**config.mk**
```make
export PLATFORM = sky130hd
export DESIGN_NAME = pe_sum_seq
export DESIGN_NICKNAME = d
export VERILOG_FILES = /design/src/rtl/pe_sum_seq.sv
export SDC_FILE = /design/constraint.sdc
export NUM_CORES = 1
export LEC_CHECK = 0
export BUFFER_PORTS_ARGS = -buffer_cell sky130_fd_sc_hd__buf_2
export CORE_ASPECT_RATIO = 0.7
export CORE_MARGIN = 3
export CORE_UTILIZATION = 42
export CTS_CLUSTER_DIAMETER = 60
export DETAILED_ROUTE_END_ITERATION = 16
export GPL_ROUTABILITY_DRIVEN = 1
export SLEW_MARGIN = 20
export SYNTH_ARGS = -nofsm -noshare
export SYNTH_HDL_FRONTEND = slang
export SYNTH_SLANG_ARGS = --single-unit
```
**constraint.sdc**
```tcl
create_clock -name i_clk -period 3.34 [get_ports i_clk]
set_input_delay 0.334 -clock i_clk [delete_from_list [all_inputs] [get_ports i_clk]]
set_output_delay 0.334 -clock i_clk [all_outputs]
set_load 0.05 [all_outputs]
```
**src/rtl/pe_sum_seq.sv**
```systemverilog
// PE accumulation sequencer: walks taps/outputs and drives sum-stage control.
// Optional PE_STALL_CNT_EN adds a saturating 16-bit stall-cycle counter.
module pe_sum_seq #(
   parameter int TapWd = 8,
   parameter int OutWd = 8
) (
   input  logic             i_clk,
   input  logic             i_rst,
   input  logic [TapWd-1:0] i_cfg_taps,
   input  logic [OutWd-1:0] i_cfg_outs,
   input  logic             i_cfg_init,
   input  logic             i_start,
   input  logic             i_in_valid,
   output logic             o_in_ready,
   input  logic             i_psum_ready,
   output logic             o_psum_wr,
   output logic             o_ctl_reset,
   output logic             o_ctl_stall,
   output logic             o_ctl_valid,
   output logic             o_ctl_init,
   output logic             o_ctl_fstpix,
   output logic             o_ctl_lstpix,
   output logic [TapWd-1:0] o_tap_idx,
   output logic [OutWd-1:0] o_out_idx,
   output logic             o_busy,
`ifdef PE_STALL_CNT_EN
   output logic [15:0]      o_stall_cnt,
`endif
   output logic             o_done
);

   typedef enum logic [1:0] {
      S_IDLE,
      S_RUN,
      S_DRAIN,
      S_DONE
   } state_t;

   state_t state_q, state_d;

   logic [TapWd-1:0] taps_m1_q, tap_q;
   logic [OutWd-1:0] outs_m1_q, out_q;
   logic             init_q;
   logic             wr_pend_q;

   logic run, drain, start_ok, beat;
   logic last_tap, last_out, lst_beat, ctl_stall;

   assign run      = state_q == S_RUN;
   assign drain    = state_q == S_DRAIN;
   assign start_ok = (state_q == S_IDLE) && i_start;
   assign last_tap = tap_q == taps_m1_q;
   assign last_out = out_q == outs_m1_q;

   assign o_in_ready = run && (!wr_pend_q || i_psum_ready);
   assign beat       = i_in_valid && o_in_ready;
   assign lst_beat   = beat && last_tap;
   assign ctl_stall  = (run && !beat) || (wr_pend_q && !i_psum_ready);

   assign o_ctl_valid  = beat;
   assign o_ctl_fstpix = beat && (tap_q == '0);
   assign o_ctl_lstpix = lst_beat;
   assign o_ctl_init   = o_ctl_fstpix && init_q;
   assign o_ctl_stall  = ctl_stall;
   assign o_ctl_reset  = start_ok;
   assign o_psum_wr    = wr_pend_q;
   assign o_busy       = state_q != S_IDLE;
   assign o_done       = state_q == S_DONE;
   assign o_tap_idx    = (run || drain) ? tap_q : '0;
   assign o_out_idx    = (run || drain) ? out_q : '0;

   always_comb begin
      state_d = state_q;
      unique case (state_q)
         S_IDLE:  if (i_start) state_d = S_RUN;
         S_RUN:   if (lst_beat && last_out) state_d = S_DRAIN;
         S_DRAIN: if (!wr_pend_q || i_psum_ready) state_d = S_DONE;
         S_DONE:  state_d = S_IDLE;
         default: state_d = S_IDLE;
      endcase
   end

   always_ff @(posedge i_clk or posedge i_rst) begin
      if (i_rst) begin
         state_q <= S_IDLE;
      end else begin
         state_q <= state_d;
      end
   end

   // zero-length configs behave as length one
   always_ff @(posedge i_clk or posedge i_rst) begin
      if (i_rst) begin
         taps_m1_q <= '0;
         outs_m1_q <= '0;
         init_q    <= 1'b0;
         tap_q     <= '0;
         out_q     <= '0;
      end else if (start_ok) begin
         taps_m1_q <= (i_cfg_taps == '0) ? '0 : i_cfg_taps - TapWd'(1);
         outs_m1_q <= (i_cfg_outs == '0) ? '0 : i_cfg_outs - OutWd'(1);
         init_q    <= i_cfg_init;
         tap_q     <= '0;
         out_q     <= '0;
      end else if (beat) begin
         if (!last_tap) begin
            tap_q <= tap_q + TapWd'(1);
         end else if (!last_out) begin
            tap_q <= '0;
            out_q <= out_q + OutWd'(1);
         end
      end
   end

   // a fresh lstpix beat keeps the write pending even if the pad accepts
   always_ff @(posedge i_clk or posedge i_rst) begin
      if (i_rst) begin
         wr_pend_q <= 1'b0;
      end else if (lst_beat) begin
         wr_pend_q <= 1'b1;
      end else if (i_psum_ready) begin
         wr_pend_q <= 1'b0;
      end
   end

`ifdef PE_STALL_CNT_EN
   always_ff @(posedge i_clk or posedge i_rst) begin
      if (i_rst) begin
         o_stall_cnt <= '0;
      end else if (start_ok) begin
         o_stall_cnt <= '0;
      end else if (o_busy && ctl_stall && (o_stall_cnt != 16'hFFFF)) begin
         o_stall_cnt <= o_stall_cnt + 16'd1;
      end
   end
`endif

endmodule

```
Yosys cells after proc, flatten, opt, wreduce, memory -nomap -nowiden
Cells that the tools add are included. W data, S select, Z words.

Register bits: 36. Bits in latches: 0. Memory bits (writable): 0. Memory bits (read-only): 0. Input bits: 22. Output and inout bits: 26. Word-level logic and storage cells: 65. Memories kept: 0.

$add $sub $neg: 4. Multipliers: 0. Div/mod/pow operators: 0. $lt $le $gt $ge: 0. Eq/ne operators: 10. Shift-type cells: 0. Muxes and demuxes: 18. Bitwise logic cells: 0. Reductions and logical operators: 26.

Operators with widths (count): $mux W8 (12); $logic_not A8 Y1 (3); $add A8 B1 Y8 const B (2); $eq A8 B8 Y1 (2); $sub A8 B1 Y8 const B (2); $logic_and A1 B1 Y1 (9); $pmux W2 S4 (1); $reduce_bool A2 Y1 (4); $mux W2 (3); $reduce_and A3 Y1 (2); $eq A2 B2 Y1 const B (2); $ne A2 B1 Y1 const B (2); $ne A2 B2 Y1 const B (2); $logic_not A1 Y1 (3); $logic_or A1 B1 Y1 (3); $ne A3 B3 Y1 const B (1); $eq A2 B1 Y1 const B (1); $logic_not A2 Y1 (1); $mux W1 (2); $reduce_and A2 Y1 (1).

Logic depth before layout (Yosys ltp)
Gate-level depths: netlist of the first run.

Word-level depth: 8. Mapped depth: 8. Depth with buffers taken out: 7.

Worst setup path before layout of the first run
OpenSTA, ideal clock, no wires.

Path kind: register to output. Start point: reg wr_pend_q, in the netlist o_psum_wr. End point: out o_ctl_init. Data arrival time: 2.731 ns. Data required time: 3.006 ns. Slack: 0.275 ns. Cell stages (with the launch flop): 6. Buffers on the path: 1. Path through: dfrtp_1 nand2b_1 nand3_1 clkbuf_1 nor3_1 and2_1.

Longest elaborated chain between the ends: 6.

RTL lines: start, declared (RTL line 44) `logic wr_pend_q;`; start signal, assigned (RTL line 118) `wr_pend_q <= 1'b0;`; start signal, assigned (RTL line 120) `wr_pend_q <= 1'b1;`; start signal, assigned (RTL line 122) `wr_pend_q <= 1'b0;`; $logic_not A1 Y1 (RTL line 55) `assign o_in_ready = run && (!wr_pend_q || i_psum_ready);`; $logic_or A1 B1 Y1 (RTL line 55); $logic_and A1 B1 Y1 (RTL line 55); $logic_and A1 B1 Y1 (RTL line 56) `assign beat = i_in_valid && o_in_ready;`; $logic_and A1 B1 Y1 (RTL line 61) `assign o_ctl_fstpix = beat && (tap_q == '0);`; named net o_ctl_fstpix (RTL line 21) `output logic o_ctl_fstpix,`; $logic_and A1 B1 Y1 (RTL line 63) `assign o_ctl_init = o_ctl_fstpix && init_q;`; end, declared (RTL line 20) `output logic o_ctl_init,`.

The timed path passes the listed nets, and every way through them passes these cells.

Worst setup path after layout of the first run
Start point: reg state_q[1]. End point: out o_ctl_lstpix.

Longest elaborated chain between the ends: 4.

RTL lines: start, declared (RTL line 39) `state_t state_q, state_d;`; start signal, assigned (RTL line 87) `state_q <= state_d;`; $eq A2 B1 Y1 (RTL line 49) `assign run = state_q == S_RUN;`; $logic_and A1 B1 Y1 (RTL line 55); $logic_and A1 B1 Y1 (RTL line 56); $logic_and A1 B1 Y1 (RTL line 57) `assign lst_beat = beat && last_tap;`; end, declared (RTL line 22) `output logic o_ctl_lstpix,`.

Every way passes these cells.

==> results of run 1 <==
==> layer usage <==
metal | routed length [um] | global-route usage, % | vias up
li1 | - | - | 1015
met5 | 0 | 0 | -
met2 | 2090 | 25.3 | 66
met3 | 348 | 3.04 | 8
met1 | 2680 | 25.0 | 926
met4 | 91 | 7.45 | 0
==> final cells by class <==
class	count	area, um2	share of cell area [%]
inverter	17	63.8	2.33
timing repair buffer	50	258	9.42
sequential	36	901	32.9
multi-input combinational	202	1330	48.7
tap	72	90.1	3.29
clock buffer	6	82.6	3.02
clock inverter	2	10.0	0.366
==> registers in the layout, summed over array words and instances, names as in the netlist <==
| name | cells |
|---|---|
| out_q | 8 |
| outs_m1_q | 8 |
| tap_q | 8 |
| taps_m1_q | 8 |
| state_q | 2 |
| init_q | 1 |
| o_psum_wr | 1 |
==> final timing paths <==
check	to	slack, ns	cells past startpoint
min in group i_clk	init_q	0.27	3
min	out_q[3]	0.12	3
max	o_ctl_lstpix	0.77	7
max reg2reg	out_q[4]	0.98	7
max in group asynchronous	taps_m1_q[4]	2.87	3
min reg2reg	init_q	0.49	2
==> worst register-to-register path: cells and delay by family (launching register included) <==
kind | cells | cell delay (ns)
and+or+nand+nor | 3 | 1.20
DFF | 1 | 0.41
buffers and inverters | 2 | 0.29
AOI/OAI and AO/OA | 1 | 0.18
adders and majority gates | 1 | 0.20
==> cell usage in the layout, fill, tap and decap left out, drive strengths merged, types with 3 or more instances in the layout <==
| cell type | n |
|---|---|
| buf | 50 |
| dfrtp | 36 |
| nand2 | 35 |
| o21ai | 24 |
| xnor2 | 24 |
| and2 | 19 |
| inv | 16 |
| ha | 12 |
| nor2 | 11 |
| nor4 | 8 |
| or4 | 7 |
| nand3 | 6 |
| clkbuf | 6 |
| nand4 | 6 |
| a21oi | 5 |
| or3 | 4 |
| nor3 | 4 |
| o211ai | 3 |
| o21a | 3 |
| xor2 | 3 |
| and3 | 3 |
| a211o | 3 |
| clkinv | 3 |
==> power by group through the flow <==
stage	Sequential [mW]	Combinational [mW]	Clock, mW
finish	0.721	1.14	0.328
floorplan	0.665	0.964	0
global placement	0.732	1.14	0
detailed placement	0.731	1.15	0
global route	0.747	1.26	0.353
CTS	0.722	1.15	0.339
==> metrics by stage <==
step	setup slack [ns]	cell area (um2)	hold slack, ns
detailed placement	0.976	2640	0.472
CTS	0.759	2740	0.145
finish	0.770	2740	0.124
global placement	1.08	2640	0.467
global route	0.577	2740	0.173
floorplan	0.275	2350	0.437
==> cell families (layout without fill, tap and decap cells) <==
group,after synthesis,in the layout
flops,36,36
compound gates,48,48
fa+ha+maj,12,12
simple gates,111,111
mux,4,4
xor+xnor,27,27
buf+inv,27,75
==> results.py, run 1 <==
metrics = {
    "floorplanning": {
        "die_w_um": 95.4,
        "start_util_pct": 44.3,
        "row_count": 22,
        "die_h_um": 68.6,
        "die-area_um2": 6550,
        "ioPinCount": 48,
        "core-area_um2": 5310,
    },
    "route": {
        "drc_errors": 0,
        "via_per_inst": 5.23,
        "vias": 2015,
        "wl_per_cell_um": 13.5,
        "drt_first_pass_iters": 5,
        "drtAntennaViolNets": 0,
        "first_iter_violations": 115,
        "routed_wl_mm": 5.20,
    },
    "worst_setup_path": {
        "critPathCaptureType": "output port",
        "cpLargestDelayFamily": "simple AND/OR/NAND/NOR gates",
        "r2r_start": "state_q[1]",
        "crit_top_cell": "inv_1",
        "arrival_ns": 2.24,
        "cp.required_ns": 3.01,
        "max_stage_delay_ns": 0.59,
        "startpoint": "state_q[1]",
        "worstSetupPathType": "register to output port",
        "worstPathMaxFanout": 17,
        "worstSetupStartpointType": "register",
        "crit_slowest_cell": "or3_1",
        "crit_chain": "inv_1 > ha_1 > nand3_1 > buf_4 > or3_1 > inv_1 > buf_2",
        "crit_buf_inv": 4,
    },
    "finish": {
        "antenna_cells": 0,
        "layoutNonFillerInstCount": 385,
        "final_core_util_pct": 51.5,
        "fill_cells": 518,
        "drive_above_1_share_pct": 20.8,
        "syn_to_final_growth_pct": 16.3,
        "layout.nets": 346,
    },
    "synth": {
        "synth_most_common_cell": "dfrtp_1",
        "synthSimpleGateAreaFrac_pct": 25.0,
        "muxShareOfSynthArea_pct": 1.81,
        "synth.distinct_cells": 42,
        "synth_top_family_by_area": "simple AND/OR/NAND/NOR gates",
        "async_flop_share_pct": 100,
        "synth_top_cell_area_share_pct": 38.3,
        "synth_xor_area_share_pct": 10.7,
        "synth_commonest_cells": "36 x dfrtp_1, 35 x nand2_1, 23 x o21ai_0",
        "synth_adder_area_share_pct": 6.38,
        "synth_ff_type": "dfrtp_1",
        "yosysTopAreaCell": "dfrtp_1",
        "yosys-top-cells-area": "dfrtp_1 38%, xnor2_1 8.2%, ha_1 6.4%",
        "synth-edff-count": 0,
        "syn_area_per_cell_um2": 8.88,
        "ys_ff_latch": 36,
        "synth_warnings": 0,
        "yosysSeqAreaShare_pct": 38.3,
        "synth-compound-area-share_pct": 12.7,
        "syn_area_um2": 2350,
        "synthCells": 265,
        "syn-num-nets": 299,
    },
    "cts": {
        "cts.sinks": 36,
        "htree_levels": 2,
        "postCtsSetupBuffers": 0,
        "postCtsHoldBufs": 0,
        "cts_tree": "built",
        "clock_path_buffers": 2,
        "clk_pin_slew_ns": 0.08,
        "ctsResizeCount": 0,
        "clkLatencyLatePin_ns": 0.30,
        "cts-root-buf": "clkbuf_8",
        "numCtsBuffers": 5,
    },
    "timing": {
        "slew-limit-headroom_pct": 37.6,
        "hold_violations": 0,
        "slew_violations": 0,
        "fin_crit_sh_pct": 77.0,
        "worst_pin_slew_ns": 0.924,
        "layout_min_cycle_time_ns": 2.57,
        "finalSetupTns_ns": 0,
        "finClkSkew_ns": 0.00879,
        "setup_viol": 0,
        "rsz0062_at_grt": "no",
        "fmax_mhz": 389,
    },
    "power_and_ir_drop": {
        "p_leak_nw": 1.28,
        "cellInternalPower_mw": 1.12,
        "p_sw_share_pct": 48.8,
        "power_mw": 2.19,
        "seqPwrFrac_pct": 33.0,
        "net-switching-power_mw": 1.07,
        "p_comb_share_pct": 52.1,
        "peakVddDrop_mv": 0.427,
        "p_per_area_nw_per_um2": 800,
        "pwr-share-clk_pct": 15.0,
    },
    "placed_design": {
        "io_buffers": 47,
        "dpl.hpwl_mm": 3.88,
        "numPlacedInstances": 377,
        "gp_congestion": 0.824,
    },
    "global_route": {
        "grt_use_total_pct": 17.2,
        "antenna_found_initial": 0,
        "grt_pass1_wl_mm": 8.51,
        "grt_overflow": 0,
        "grt_pass1_vias": 1742,
        "grt_max_degree": 37,
    },
    "run_status": {
        "status": "finished, final reports clean",
    },
    "run": {
        "cap_violations": 0,
    },
    "min_path": {
        "hp-class": "primary input to asynchronous set/reset pin",
    },
}
(Power assumes the default switching activity.)
==> run 2: changes to the inputs <==
Settings changed: ABC_AREA set to 1.
Clock period 3.34 ns to 2.6 ns, I/O delays scaled along.
==> run 2 against run 1 <==
Combinational power is 68% higher. First-iteration DRC count is 74% higher. Non-clock buffer count is 3 higher. Die area is 13% higher. Register-to-register slack worse by 0.26 ns. Worst hold slack worse by 0.010 ns. Sequential share of layout area is 3.7 points lower. Critical path type unchanged. Largest cell class unchanged. Largest power group unchanged.
==> results.py, run 2 <==
metrics = {
    "run_status": {
        "status": "finished, final reports clean",
    },
    "placed_design": {
        "numPlacedInstances": 509,
        "gp_congestion": 0.858,
        "io_buffers": 47,
        "dpl.hpwl_mm": 4.90,
    },
    "route": {
        "wl_per_cell_um": 11.9,
        "first_iter_violations": 200,
        "routed_wl_mm": 6.13,
        "drt_first_pass_iters": 5,
        "via_per_inst": 4.72,
        "drtAntennaViolNets": 0,
        "drc_errors": 0,
        "vias": 2424,
    },
    "finish": {
        "syn_to_final_growth_pct": 14.9,
        "layoutNonFillerInstCount": 514,
        "drive_above_1_share_pct": 18.7,
        "antenna_cells": 0,
        "layout_commonest_cell": "nand2_1",
        "layout.nets": 475,
        "layout_common_cells": "131 x nand2_1, 64 x inv_1, 47 x buf_2",
        "final_core_util_pct": 51.8,
    },
    "cts": {
        "numCtsBuffers": 5,
        "postCtsSetupBuffers": 0,
        "clkLatencyLatePin_ns": 0.28,
        "cts_tree": "built",
        "clk_pin_slew_ns": 0.07,
        "cts-root-buf": "clkbuf_8",
        "htree_levels": 2,
        "cts.sinks": 36,
        "ctsResizeCount": 0,
        "postCtsHoldBufs": 0,
        "clock_path_buffers": 2,
    },
    "timing": {
        "fin_crit_sh_pct": 87.3,
        "hold_violations": 0,
        "setup_viol": 0,
        "worst_pin_slew_ns": 0.786,
        "rsz0062_at_grt": "no",
        "slew-limit-headroom_pct": 47.5,
        "slew_violations": 0,
        "finClkSkew_ns": 0.00322,
        "layout_min_cycle_time_ns": 2.27,
        "fmax_mhz": 441,
    },
    "worst_setup_path": {
        "critPathCaptureType": "output port",
        "arrival_ns": 2.01,
        "worstPathMaxFanout": 5,
        "worstSetupStartpointType": "register",
        "cp.required_ns": 2.34,
        "worstSetupPathType": "register to output port",
    },
    "synth": {
        "synth_commonest_cells": "131 x nand2_1, 65 x inv_1, 36 x dfrtp_1",
        "synth_ff_type": "dfrtp_1",
        "synthSimpleGateAreaFrac_pct": 37.7,
        "synth_xor_area_share_pct": 5.87,
        "synth.distinct_cells": 32,
        "muxShareOfSynthArea_pct": 0,
        "yosysSeqAreaShare_pct": 33.6,
        "syn_area_per_cell_um2": 6.85,
        "synth_adder_area_share_pct": 5.59,
        "synth_warnings": 0,
        "ys_ff_latch": 36,
        "async_flop_share_pct": 100,
        "synth-edff-count": 0,
        "synth_top_cell_area_share_pct": 33.6,
        "syn_area_um2": 2690,
        "synth_top_family_by_area": "simple AND/OR/NAND/NOR gates",
        "yosys-top-cells-area": "dfrtp_1 34%, nand2_1 18%, inv_1 9.1%",
        "synthCells": 392,
        "synth_most_common_cell": "nand2_1",
        "synth-compound-area-share_pct": 5.17,
        "syn-num-nets": 426,
        "yosysTopAreaCell": "dfrtp_1",
    },
    "min_path": {
        "hp-class": "primary input to asynchronous set/reset pin",
    },
    "floorplanning": {
        "ioPinCount": 48,
        "start_util_pct": 45.1,
        "core-area_um2": 5960,
        "die-area_um2": 7400,
        "die_h_um": 72.9,
        "die_w_um": 102,
        "row_count": 23,
    },
    "global_route": {
        "grt_max_degree": 22,
        "grt_use_total_pct": 17.8,
        "grt_pass1_wl_mm": 10.4,
        "grt_overflow": 0,
        "antenna_found_initial": 0,
        "grt_pass1_vias": 2143,
    },
    "power_and_ir_drop": {
        "p_leak_nw": 1.82,
        "p_per_area_nw_per_um2": 1070,
        "peakVddDrop_mv": 0.350,
    },
    "run": {
        "cap_violations": 0,
    },
}
run 2: path summary, 6_finish.rpt:
| path | start | end | slack, ns | cells after the start |
|---|---|---|---|---|
| max | state_q[1] | o_ctl_lstpix | 0.33 | 9 |
| max reg2reg | state_q[1] | out_q[4] | 0.72 | 9 |
| min | i_rst | outs_m1_q[0] | 0.11 | 2 |
| max in group asynchronous | i_rst | init_q | 1.87 | 3 |
| min reg2reg | state_q[0] | state_q[0] | 0.54 | 2 |
| min in group i_clk | i_cfg_outs[0] | outs_m1_q[0] | 0.18 | 2 |
run 2: critical path: stages, from the launching register on:
cell,delay [ns]
dfrtp_1,0.42
inv_1,0.11
ha_1,0.21
inv_1,0.07
nor2_2,0.11
nand2_1,0.19
clkinvlp_4,0.21
nand2_1,0.09
inv_1,0.06
buf_2,0.25
run 2: cells by family (layout without fill, tap and decap cells):
family	count (synthesis)	in the layout
simple gates	221	221
fa+ha+maj	12	12
flops	36	36
buf+inv	82	129
compound gates	23	23
xor+xnor	18	18
run 2: per-layer routing:
layer | GRT usage, % | part of all wire (%) | vias to the layer above | wire length (um)
li1 | - | - | 1305 | -
met1 | 28.3 | 54 | 1043 | 3280
met2 | 24.2 | 38 | 68 | 2360
met3 | 3.25 | 6.6 | 8 | 404
met4 | 5.31 | 1.3 | 0 | 82
met5 | 0 | 0 | - | 0
run 2: layout make-up:
class | count | area (um2)
fill | 616 | 2870
timing repair buffer | 53 | 280
clock buffer | 5 | 68.8
sequential | 36 | 901
inverter | 71 | 270
tap | 75 | 93.8
multi-input combinational | 274 | 1470
run 2: power by group:
part | switching (mW) | internal [mW] | leakage [nW] | total, mW
Combinational | 1.32 | 0.596 | 1.32 | 1.92
Clock | 0.183 | 0.173 | 0.0359 | 0.356
Sequential | 0.237 | 0.780 | 0.464 | 1.02
run 2: per-stage QoR:
step | TNS, ns | power (mW) | hold WS, ns | setup WS (ns) | area, um2
CTS | 0 | 3.32 | 0.129 | 0.302 | 3090
detailed placement | 0 | 2.96 | 0.448 | 0.632 | 3020
floorplan | -0.0552 | 2.51 | 0.363 | -0.0552 | 2700
global placement | 0 | 2.94 | 0.451 | 0.702 | 3020
global route | 0 | 3.60 | 0.178 | 0.159 | 3090
finish | 0 | 3.29 | 0.114 | 0.330 | 3090
